$ cat config.mk
export PLATFORM = sky130hd
export DESIGN_NAME = envelope_gen_flat
export DESIGN_NICKNAME = d
export VERILOG_FILES = /design/src/rtl/tt6581_pkg.sv /design/src/rtl/envelope_gen_if.sv /design/src/rtl/env_rate_lut.sv /design/src/rtl/envelope_gen.sv /design/src/flat_wrapper.sv
export SDC_FILE = /design/constraint.sdc
export NUM_CORES = 1
export LEC_CHECK = 0
export CAP_MARGIN = 25
export CELL_PAD_IN_SITES_DETAIL_PLACEMENT = 0
export CELL_PAD_IN_SITES_GLOBAL_PLACEMENT = 1
export CORE_ASPECT_RATIO = 2
export CORE_UTILIZATION = 51
export CTS_CLUSTER_DIAMETER = 50
export DETAILED_ROUTE_END_ITERATION = 10
export PLACE_DENSITY_LB_ADDON = 0.15
export SLEW_MARGIN = 20
export SYNTH_ARGS = -nofsm -noshare
export SYNTH_HDL_FRONTEND = slang
export SYNTH_SLANG_ARGS = --single-unit
$ cat constraint.sdc
create_clock -name clk_i -period 11.5 [get_ports clk_i]
set_input_delay 2.3 -clock clk_i [delete_from_list [all_inputs] [get_ports clk_i]]
set_output_delay 2.3 -clock clk_i [all_outputs]
set_load 0.03 [all_outputs]
$ cat src/rtl/tt6581_pkg.sv
// Shared TT6581 types and envelope rate tables.
package tt6581_pkg;

  typedef enum logic [1:0] {
    EnvAttack,
    EnvDecay,
    EnvSustain,
    EnvRelease
  } env_state_e;

  typedef enum logic [2:0] {
    StIdle,
    StUpdate,
    StMult,
    StMultWait,
    StDone
  } ctrl_state_e;

  localparam int unsigned NUM_VOICES = 3;

  // Periods are in sample updates per one-step level change.
  localparam logic [12:0] ATTACK_PERIOD [16] = '{
    13'd1,   13'd2,   13'd3,   13'd5,   13'd7,   13'd11,  13'd13,  13'd16,
    13'd20,  13'd49,  13'd98,  13'd157, 13'd196, 13'd588, 13'd980, 13'd1569
  };

  localparam logic [12:0] DECAY_PERIOD [16] = '{
    13'd1,   13'd5,   13'd9,   13'd14,  13'd22,  13'd33,   13'd40,   13'd47,
    13'd59,  13'd147, 13'd294, 13'd471, 13'd588, 13'd1765, 13'd2941, 13'd4706
  };

endpackage

$ cat src/rtl/envelope_gen_if.sv
// Controller/multiplier handshake bundle for the envelope generator.
interface envelope_gen_if;
  logic       start_i;
  logic [1:0] voice_idx_i;
  logic       gate_i;
  logic [3:0] attack_i;
  logic [3:0] decay_i;
  logic [3:0] sustain_i;
  logic [3:0] release_i;
  logic       mult_ready_i;
  logic       mult_start_o;
  logic [7:0] env_o;
  logic       ready_o;

  modport master (
    output start_i, voice_idx_i, gate_i, attack_i, decay_i, sustain_i, release_i, mult_ready_i,
    input  mult_start_o, env_o, ready_o
  );

  modport slave (
    input  start_i, voice_idx_i, gate_i, attack_i, decay_i, sustain_i, release_i, mult_ready_i,
    output mult_start_o, env_o, ready_o
  );
endinterface

$ cat src/rtl/env_rate_lut.sv
// Selects the step period for the current envelope phase.
module env_rate_lut
  import tt6581_pkg::*;
(
  input  env_state_e  state_i,
  input  logic [3:0]  attack_i,
  input  logic [3:0]  decay_i,
  input  logic [3:0]  release_i,
  output logic [12:0] period_o
);

  always_comb begin
    period_o = DECAY_PERIOD[decay_i];
    unique case (state_i)
      EnvAttack:  period_o = ATTACK_PERIOD[attack_i];
      EnvDecay:   period_o = DECAY_PERIOD[decay_i];
      EnvSustain: period_o = DECAY_PERIOD[decay_i];
      EnvRelease: period_o = DECAY_PERIOD[release_i];
      default:    period_o = DECAY_PERIOD[decay_i];
    endcase
  end

endmodule

$ cat src/rtl/envelope_gen.sv
// Three-voice ADSR envelope generator; advances one voice per start and runs
// the shared voice x envelope multiply before acknowledging.
module envelope_gen
  import tt6581_pkg::*;
(
  input  logic           clk_i,
  input  logic           rst_ni,
  envelope_gen_if.slave  bus
);

  localparam logic [1:0] MaxVoice = 2'(NUM_VOICES - 1);

  ctrl_state_e r_ctrl;
  logic [1:0]  r_voice;
  logic [7:0]  r_env;
  logic        r_mult_start;
  logic        r_ready;

  logic [7:0]            r_level     [NUM_VOICES];
  env_state_e            r_env_state [NUM_VOICES];
  logic [12:0]           r_cnt       [NUM_VOICES];
  logic [NUM_VOICES-1:0] r_gate_prev;

  logic        w_valid;
  logic [1:0]  w_idx;
  logic [7:0]  w_cur_level;
  env_state_e  w_cur_state;
  logic [12:0] w_cur_cnt;
  logic        w_cur_gp;
  logic [12:0] w_period;
  logic [7:0]  w_sus;
  logic [13:0] w_cnt_inc;
  logic [7:0]  w_level_d;
  env_state_e  w_state_d;
  logic [12:0] w_cnt_d;

  // Index 3 is a dummy slot: it reads voice 0 but never writes anything.
  assign w_valid     = (r_voice <= MaxVoice);
  assign w_idx       = w_valid ? r_voice : 2'd0;
  assign w_cur_level = r_level[w_idx];
  assign w_cur_state = r_env_state[w_idx];
  assign w_cur_cnt   = r_cnt[w_idx];
  assign w_cur_gp    = r_gate_prev[w_idx];
  assign w_sus       = {bus.sustain_i, bus.sustain_i};
  assign w_cnt_inc   = {1'b0, w_cur_cnt} + 14'd1;

  env_rate_lut u_rate_lut (
    .state_i   (w_cur_state),
    .attack_i  (bus.attack_i),
    .decay_i   (bus.decay_i),
    .release_i (bus.release_i),
    .period_o  (w_period)
  );

  always_comb begin
    w_level_d = w_cur_level;
    w_state_d = w_cur_state;
    w_cnt_d   = w_cur_cnt;
    if (bus.gate_i && !w_cur_gp) begin
      w_state_d = EnvAttack;
      w_cnt_d   = '0;
    end else if (!bus.gate_i && w_cur_gp) begin
      w_state_d = EnvRelease;
      w_cnt_d   = '0;
    end else if (w_cnt_inc >= {1'b0, w_period}) begin
      w_cnt_d = '0;
      unique case (w_cur_state)
        EnvAttack: begin
          if (w_cur_level >= 8'd254) begin
            w_level_d = 8'd255;
            w_state_d = EnvDecay;
          end else begin
            w_level_d = w_cur_level + 8'd1;
          end
        end
        EnvDecay: begin
          if (w_cur_level > w_sus) w_level_d = w_cur_level - 8'd1;
          else                     w_state_d = EnvSustain;
        end
        EnvSustain: begin
          if (w_cur_level > w_sus) w_state_d = EnvDecay;
        end
        EnvRelease: begin
          if (w_cur_level != 8'd0) w_level_d = w_cur_level - 8'd1;
        end
        default: ;
      endcase
    end else begin
      w_cnt_d = w_cnt_inc[12:0];
    end
  end

  always_ff @(posedge clk_i or negedge rst_ni) begin
    if (!rst_ni) begin
      for (int i = 0; i < int'(NUM_VOICES); i++) begin
        r_level[i]     <= '0;
        r_env_state[i] <= EnvRelease;
        r_cnt[i]       <= '0;
      end
      r_gate_prev <= '0;
    end else if (r_ctrl == StUpdate && w_valid) begin
      r_level[w_idx]     <= w_level_d;
      r_env_state[w_idx] <= w_state_d;
      r_cnt[w_idx]       <= w_cnt_d;
      r_gate_prev[w_idx] <= bus.gate_i;
    end
  end

  always_ff @(posedge clk_i or negedge rst_ni) begin
    if (!rst_ni) begin
      r_ctrl       <= StIdle;
      r_voice      <= '0;
      r_env        <= '0;
      r_mult_start <= 1'b0;
      r_ready      <= 1'b0;
    end else begin
      unique case (r_ctrl)
        StIdle: begin
          if (bus.start_i) begin
            r_voice <= bus.voice_idx_i;
            r_ctrl  <= StUpdate;
          end
        end
        StUpdate: begin
          r_env        <= w_valid ? w_level_d : 8'd0;
          r_mult_start <= 1'b1;
          r_ctrl       <= StMult;
        end
        StMult: begin
          r_mult_start <= 1'b0;
          r_ctrl       <= StMultWait;
        end
        StMultWait: begin
          if (bus.mult_ready_i) begin
            r_ready <= 1'b1;
            r_ctrl  <= StDone;
          end
        end
        StDone: begin
          r_ready <= 1'b0;
          r_ctrl  <= StIdle;
        end
        default: r_ctrl <= StIdle;
      endcase
    end
  end

  assign bus.mult_start_o = r_mult_start;
  assign bus.env_o        = r_env;
  assign bus.ready_o      = r_ready;

endmodule
$ cat src/flat_wrapper.sv
// flat-port wrapper written by rule: the top's interface ports become plain ports
module envelope_gen_flat import tt6581_pkg::*;
  (clk_i, rst_ni, bus_start_i, bus_voice_idx_i, bus_gate_i, bus_attack_i, bus_decay_i, bus_sustain_i, bus_release_i, bus_mult_ready_i, bus_mult_start_o, bus_env_o, bus_ready_o);
  envelope_gen_if bus_i ();
  input  logic clk_i;
  input  logic rst_ni;
  input wire logic [$bits(bus_i.start_i)-1:0] bus_start_i;
  input wire logic [$bits(bus_i.voice_idx_i)-1:0] bus_voice_idx_i;
  input wire logic [$bits(bus_i.gate_i)-1:0] bus_gate_i;
  input wire logic [$bits(bus_i.attack_i)-1:0] bus_attack_i;
  input wire logic [$bits(bus_i.decay_i)-1:0] bus_decay_i;
  input wire logic [$bits(bus_i.sustain_i)-1:0] bus_sustain_i;
  input wire logic [$bits(bus_i.release_i)-1:0] bus_release_i;
  input wire logic [$bits(bus_i.mult_ready_i)-1:0] bus_mult_ready_i;
  output wire logic [$bits(bus_i.mult_start_o)-1:0] bus_mult_start_o;
  output wire logic [$bits(bus_i.env_o)-1:0] bus_env_o;
  output wire logic [$bits(bus_i.ready_o)-1:0] bus_ready_o;
  assign bus_i.start_i = bus_start_i;
  assign bus_i.voice_idx_i = bus_voice_idx_i;
  assign bus_i.gate_i = bus_gate_i;
  assign bus_i.attack_i = bus_attack_i;
  assign bus_i.decay_i = bus_decay_i;
  assign bus_i.sustain_i = bus_sustain_i;
  assign bus_i.release_i = bus_release_i;
  assign bus_i.mult_ready_i = bus_mult_ready_i;
  assign bus_mult_start_o = bus_i.mult_start_o;
  assign bus_env_o = bus_i.env_o;
  assign bus_ready_o = bus_i.ready_o;
  envelope_gen u_core (.clk_i(clk_i), .rst_ni(rst_ni), .bus(bus_i));
endmodule
==> metrics.md <==
| Metric | Value |
|---|---|
| Reg area | `0.002185 mm2` |
| Signed area change from the synthesized netlist to the final layout | `11.28%` |
| Final RePlAce weighted congestion | `0.9067` |
| Number of primary I/O pins | `33` |
| Net Count, Synth | `746` |
| Total routing resource utilization after global routing | `0.2824` |
| Data arrival time at the worst-slack endpoint | `6360 ps` |
| Cell occurring most often along the worst timing path | `sky130_fd_sc_hd__o21ai_0` |
| Resized cells post-CTS | `0` |
| Global-route track usage on met1 | `0.2966` |
| Die ar. | `0.01271 mm2` |
| Sequential share of the synthesized area | `0.3500` |
| Max cap viols | `0` |
| GR Util met2 | `0.5352` |
| Number of max-slew violations in the final report | `0` |
| Largest net degree at the start of global routing | `46` |
| Average via count per standard cell | `6.220` |
| Number of synthesized flops with an enable pin | `0` |
| Final hold violation count | `0` |
| Setup violation total in the final timing report | `0` |
| Power per cell area | `296.5 mW/mm2` |
| Final Skew | `6.685 ps` |
| Router iterations before antenna repair | `5` |
| Count of different cell masters after synthesis | `74` |
| Worst ir drop on vdd | `0.1616 mV` |
| Total number of vias | `5212` |
| CP endpoint kind | `flop` |
| Routed wire length | `16780 um` |
| Met3 capacity usage during global routing | `0.03037` |
| Fill cell count | `1037` |
| Netlist area before placement | `0.006242 mm2` |
| Placement Rows | `56` |
| FFs w/ async S/R, synth | `1.000` |
| Number of cells in the design after placement | `821` |
| DRC errors left | `0` |
| Proportion of layout cells with a drive suffix above 1 | `0.1313` |
| Cell with the largest stage delay on the worst path | `sky130_fd_sc_hd__nor2_1` |
| Cell count after synthesis | `670` |
| Deepest clock path buffer count | `2` |
| Final clock period utilization by the worst path | `0.5297` |
| Maximum fanout along the worst path | `15` |
| Number of global-route vias before repair | `5149` |
| Antenna diode instance count | `0` |
| H-Tree Level Count | `3` |
| Flip-flop cell with the highest count after synthesis | `sky130_fd_sc_hd__dfrtp_1` |
| Initial core utilization | `0.5272` |
| Clock-pin slew reported for the worst setup and hold paths after clock tree synthesis | `70 ps` |
| Min-delay worst type | `flop to flop` |
| Clock tree from TritonCTS | `done` |
| Cells along the critical path | `clkdlybuf4s50_1 -> inv_1 -> ha_1 -> nand2_1 -> o21ai_0 -> o21ai_0 -> a221oi_1 -> a21o_1 -> ha_1 -> a21oi_1 -> o21ai_0 -> a21oi_1 -> a32oi_1 -> nor2_1 -> nand2_1 -> or2_1 -> o21ai_1` |
| Root Buffer | `sky130_fd_sc_hd__clkbuf_16` |
| Global-route wire length before repair | `26700 um` |
| Number of antenna violations at the first check in global routing | `0` |
| Post-layout nets | `764` |
| Number of buffers created by CTS | `9` |
| Post-DP HPWL | `12720 um` |
| Synth Register Bits | `87` |
| Sinks on Clock Net | `87` |
| Later-pin clock latency in the skew report | `350 ps` |
| Launching element type of the critical path | `primary input` |
| Yosys warning total | `0` |
| Overflow after GRT | `0` |
| Leakage component of the power | `3.110 nW` |
| Multi-input combinational cell area | `0.003797 mm2` |
| Transition time at the pin with the least slew margin | `865.8 ps` |
| Post-synthesis average cell area | `9.317 um2` |
| Final cell count without fillers | `838` |
| Peak Freq | `164.2 MHz` |
| Worst path required time | `11770 ps` |
| Run status | `completed` |
| Worst setup path category | `primary input to flop` |
| Avg WL per Cell | `20.03 um` |
| Delay of the slowest critical-path stage | `670 ps` |
| GRT busiest layer | `met2` |
| Antenna Nets Post-Route | `0` |
| Shortest period the worst path allows | `6092 ps` |
| Aggregate negative setup slack | `0 ps` |
| Hold Buf Count CTS | `0` |
| First-iteration detailed-routing DRC count | `363` |
| Port bufs | `32` |
| Unrepaired setup endpoints after global routing | `no` |
| Overall die width | `80.23 um` |
| Headroom to the max-slew limit | `0.4202` |
| Die Ht | `158.5 um` |
| Post-CTS Setup Inserts | `0` |
| Area of the core | `0.01184 mm2` |
path summary, 6_finish.rpt:
check | end | cells after the start | slack, ps | startpoint
max | u_core.r_cnt[0]$_DFFE_PN0P_ | 17 | 5410 | bus_release_i[0]
min | u_core.r_env_state[2]$_DFFE_PN1P_ | 2 | 460 | u_core.r_env_state[2]$_DFFE_PN1P_
max reg2reg | u_core.r_cnt[0]$_DFFE_PN0P_ | 20 | 5460 | u_core.r_voice[0]$_DFFE_PN0P_
min reg2reg | u_core.r_env_state[2]$_DFFE_PN1P_ | 2 | 460 | u_core.r_env_state[2]$_DFFE_PN1P_
max in group asynchronous | u_core.r_gate_prev[0]$_DFFE_PN0P_ | 2 | 8580 | rst_ni
min in group asynchronous | u_core.bus.env_o[3]$_DFFE_PN0N_ | 1 | 1930 | rst_ni
registers in the layout, indices dropped and copies added (netlist names):
name                     flops
u_core.bus.env_o             8
u_core.bus.mult_start_o      1
u_core.bus.ready_o           1
u_core.r_cnt                39
u_core.r_ctrl                3
u_core.r_env_state           6
u_core.r_gate_prev           3
u_core.r_level              24
u_core.r_voice               2
power breakdown:
part	internal, W	total, W	leakage, nW	switching, W
clock network	0.000152	0.000285	0.139	0.000133
logic	0.000453	0.00131	1.87	0.000856
registers	0.000409	0.000466	1.11	0.0000569
total	0.00101	0.00206	3.11	0.00105
Yosys cell counts, types with 8 or more instances:
library cell,number,area share
sky130_fd_sc_hd__nand2_1,86,0.052
sky130_fd_sc_hd__dfrtp_1,81,0.32
sky130_fd_sc_hd__ha_1,53,0.11
sky130_fd_sc_hd__mux2_2,40,0.072
sky130_fd_sc_hd__a21oi_1,39,0.031
sky130_fd_sc_hd__o21ai_0,35,0.028
sky130_fd_sc_hd__mux2i_1,31,0.050
sky130_fd_sc_hd__o21ai_1,28,0.022
sky130_fd_sc_hd__nor2_1,26,0.016
sky130_fd_sc_hd__inv_1,24,0.014
sky130_fd_sc_hd__clkbuf_1,23,0.014
sky130_fd_sc_hd__and3_1,12,0.012
sky130_fd_sc_hd__nand3_1,12,0.0096
sky130_fd_sc_hd__nor2b_1,11,0.011
sky130_fd_sc_hd__o31ai_1,11,0.013
sky130_fd_sc_hd__a22o_1,9,0.013
sky130_fd_sc_hd__nand4_1,8,0.0080
final cells by class:
| class | count | share of cell area |
|---|---|---|
| multi-input cells | 521 | 0.5466 |
| flip-flops and latches | 87 | 0.3145 |
| repair buffers | 40 | 0.05494 |
| clock buffers | 9 | 0.03242 |
| well taps | 145 | 0.02612 |
| inverters | 29 | 0.01567 |
| clock inverters | 7 | 0.009726 |
metrics by stage:
step / utilization / setup WS [ps] / area, um2 / power (W) / hold slack [ps]
after floorplan: - / 6417 / 6242 / 0.001388 / 443.5
after global placement: 0.5610 / 5234 / 6643 / 0.001735 / 452.2
after detailed placement: 0.5610 / 5087 / 6643 / 0.001758 / 454.9
after CTS: 0.5857 / 5435 / 6935 / 0.002047 / 464.0
after global routing: 0.5866 / 4978 / 6947 / 0.002220 / 486.3
final: 0.5866 / 5408 / 6947 / 0.002059 / 462.4
logic make-up (layout without fill, tap and decap cells):
kind of cell             count (synthesis)  after routing  synth area share
AO/OA/AOI/OAI                          199            199            0.2181
flip-flops                              87             87            0.3500
XOR/XNOR                                12             12           0.01684
multiplexers                            72             72            0.1255
adder cells (fa/ha/maj)                 53             53            0.1062
AND/OR/NAND/NOR                        185            185            0.1417
buffers and inverters                   62             85           0.04169
layout by cell type, fill, tap and decap left out, types with 26 or more instances in the layout:
| master | count |
|---|---|
| sky130_fd_sc_hd__nand2_1 | 86 |
| sky130_fd_sc_hd__dfrtp_1 | 81 |
| sky130_fd_sc_hd__ha_1 | 53 |
| sky130_fd_sc_hd__mux2_2 | 40 |
| sky130_fd_sc_hd__a21oi_1 | 39 |
| sky130_fd_sc_hd__o21ai_0 | 35 |
| sky130_fd_sc_hd__mux2i_1 | 31 |
| sky130_fd_sc_hd__clkdlybuf4s50_1 | 31 |
| sky130_fd_sc_hd__o21ai_1 | 28 |
| sky130_fd_sc_hd__nor2_1 | 26 |
per-layer routing:
metal  routed length (um)  up-vias
met4                  797        0
met3                  518       48
met5                    0        -
met2                 9364      139
met1                 6103     2518
li1                     -     2507
critical path: cells and delay by family:
kind                     cells  cell delay, ps
AO/OA/AOI/OAI                9            1380
adder cells (fa/ha/maj)      2             630
buffers and inverters        2             730
AND/OR/NAND/NOR              4            1330
Note: power is estimated with default switching activity, not from simulation.
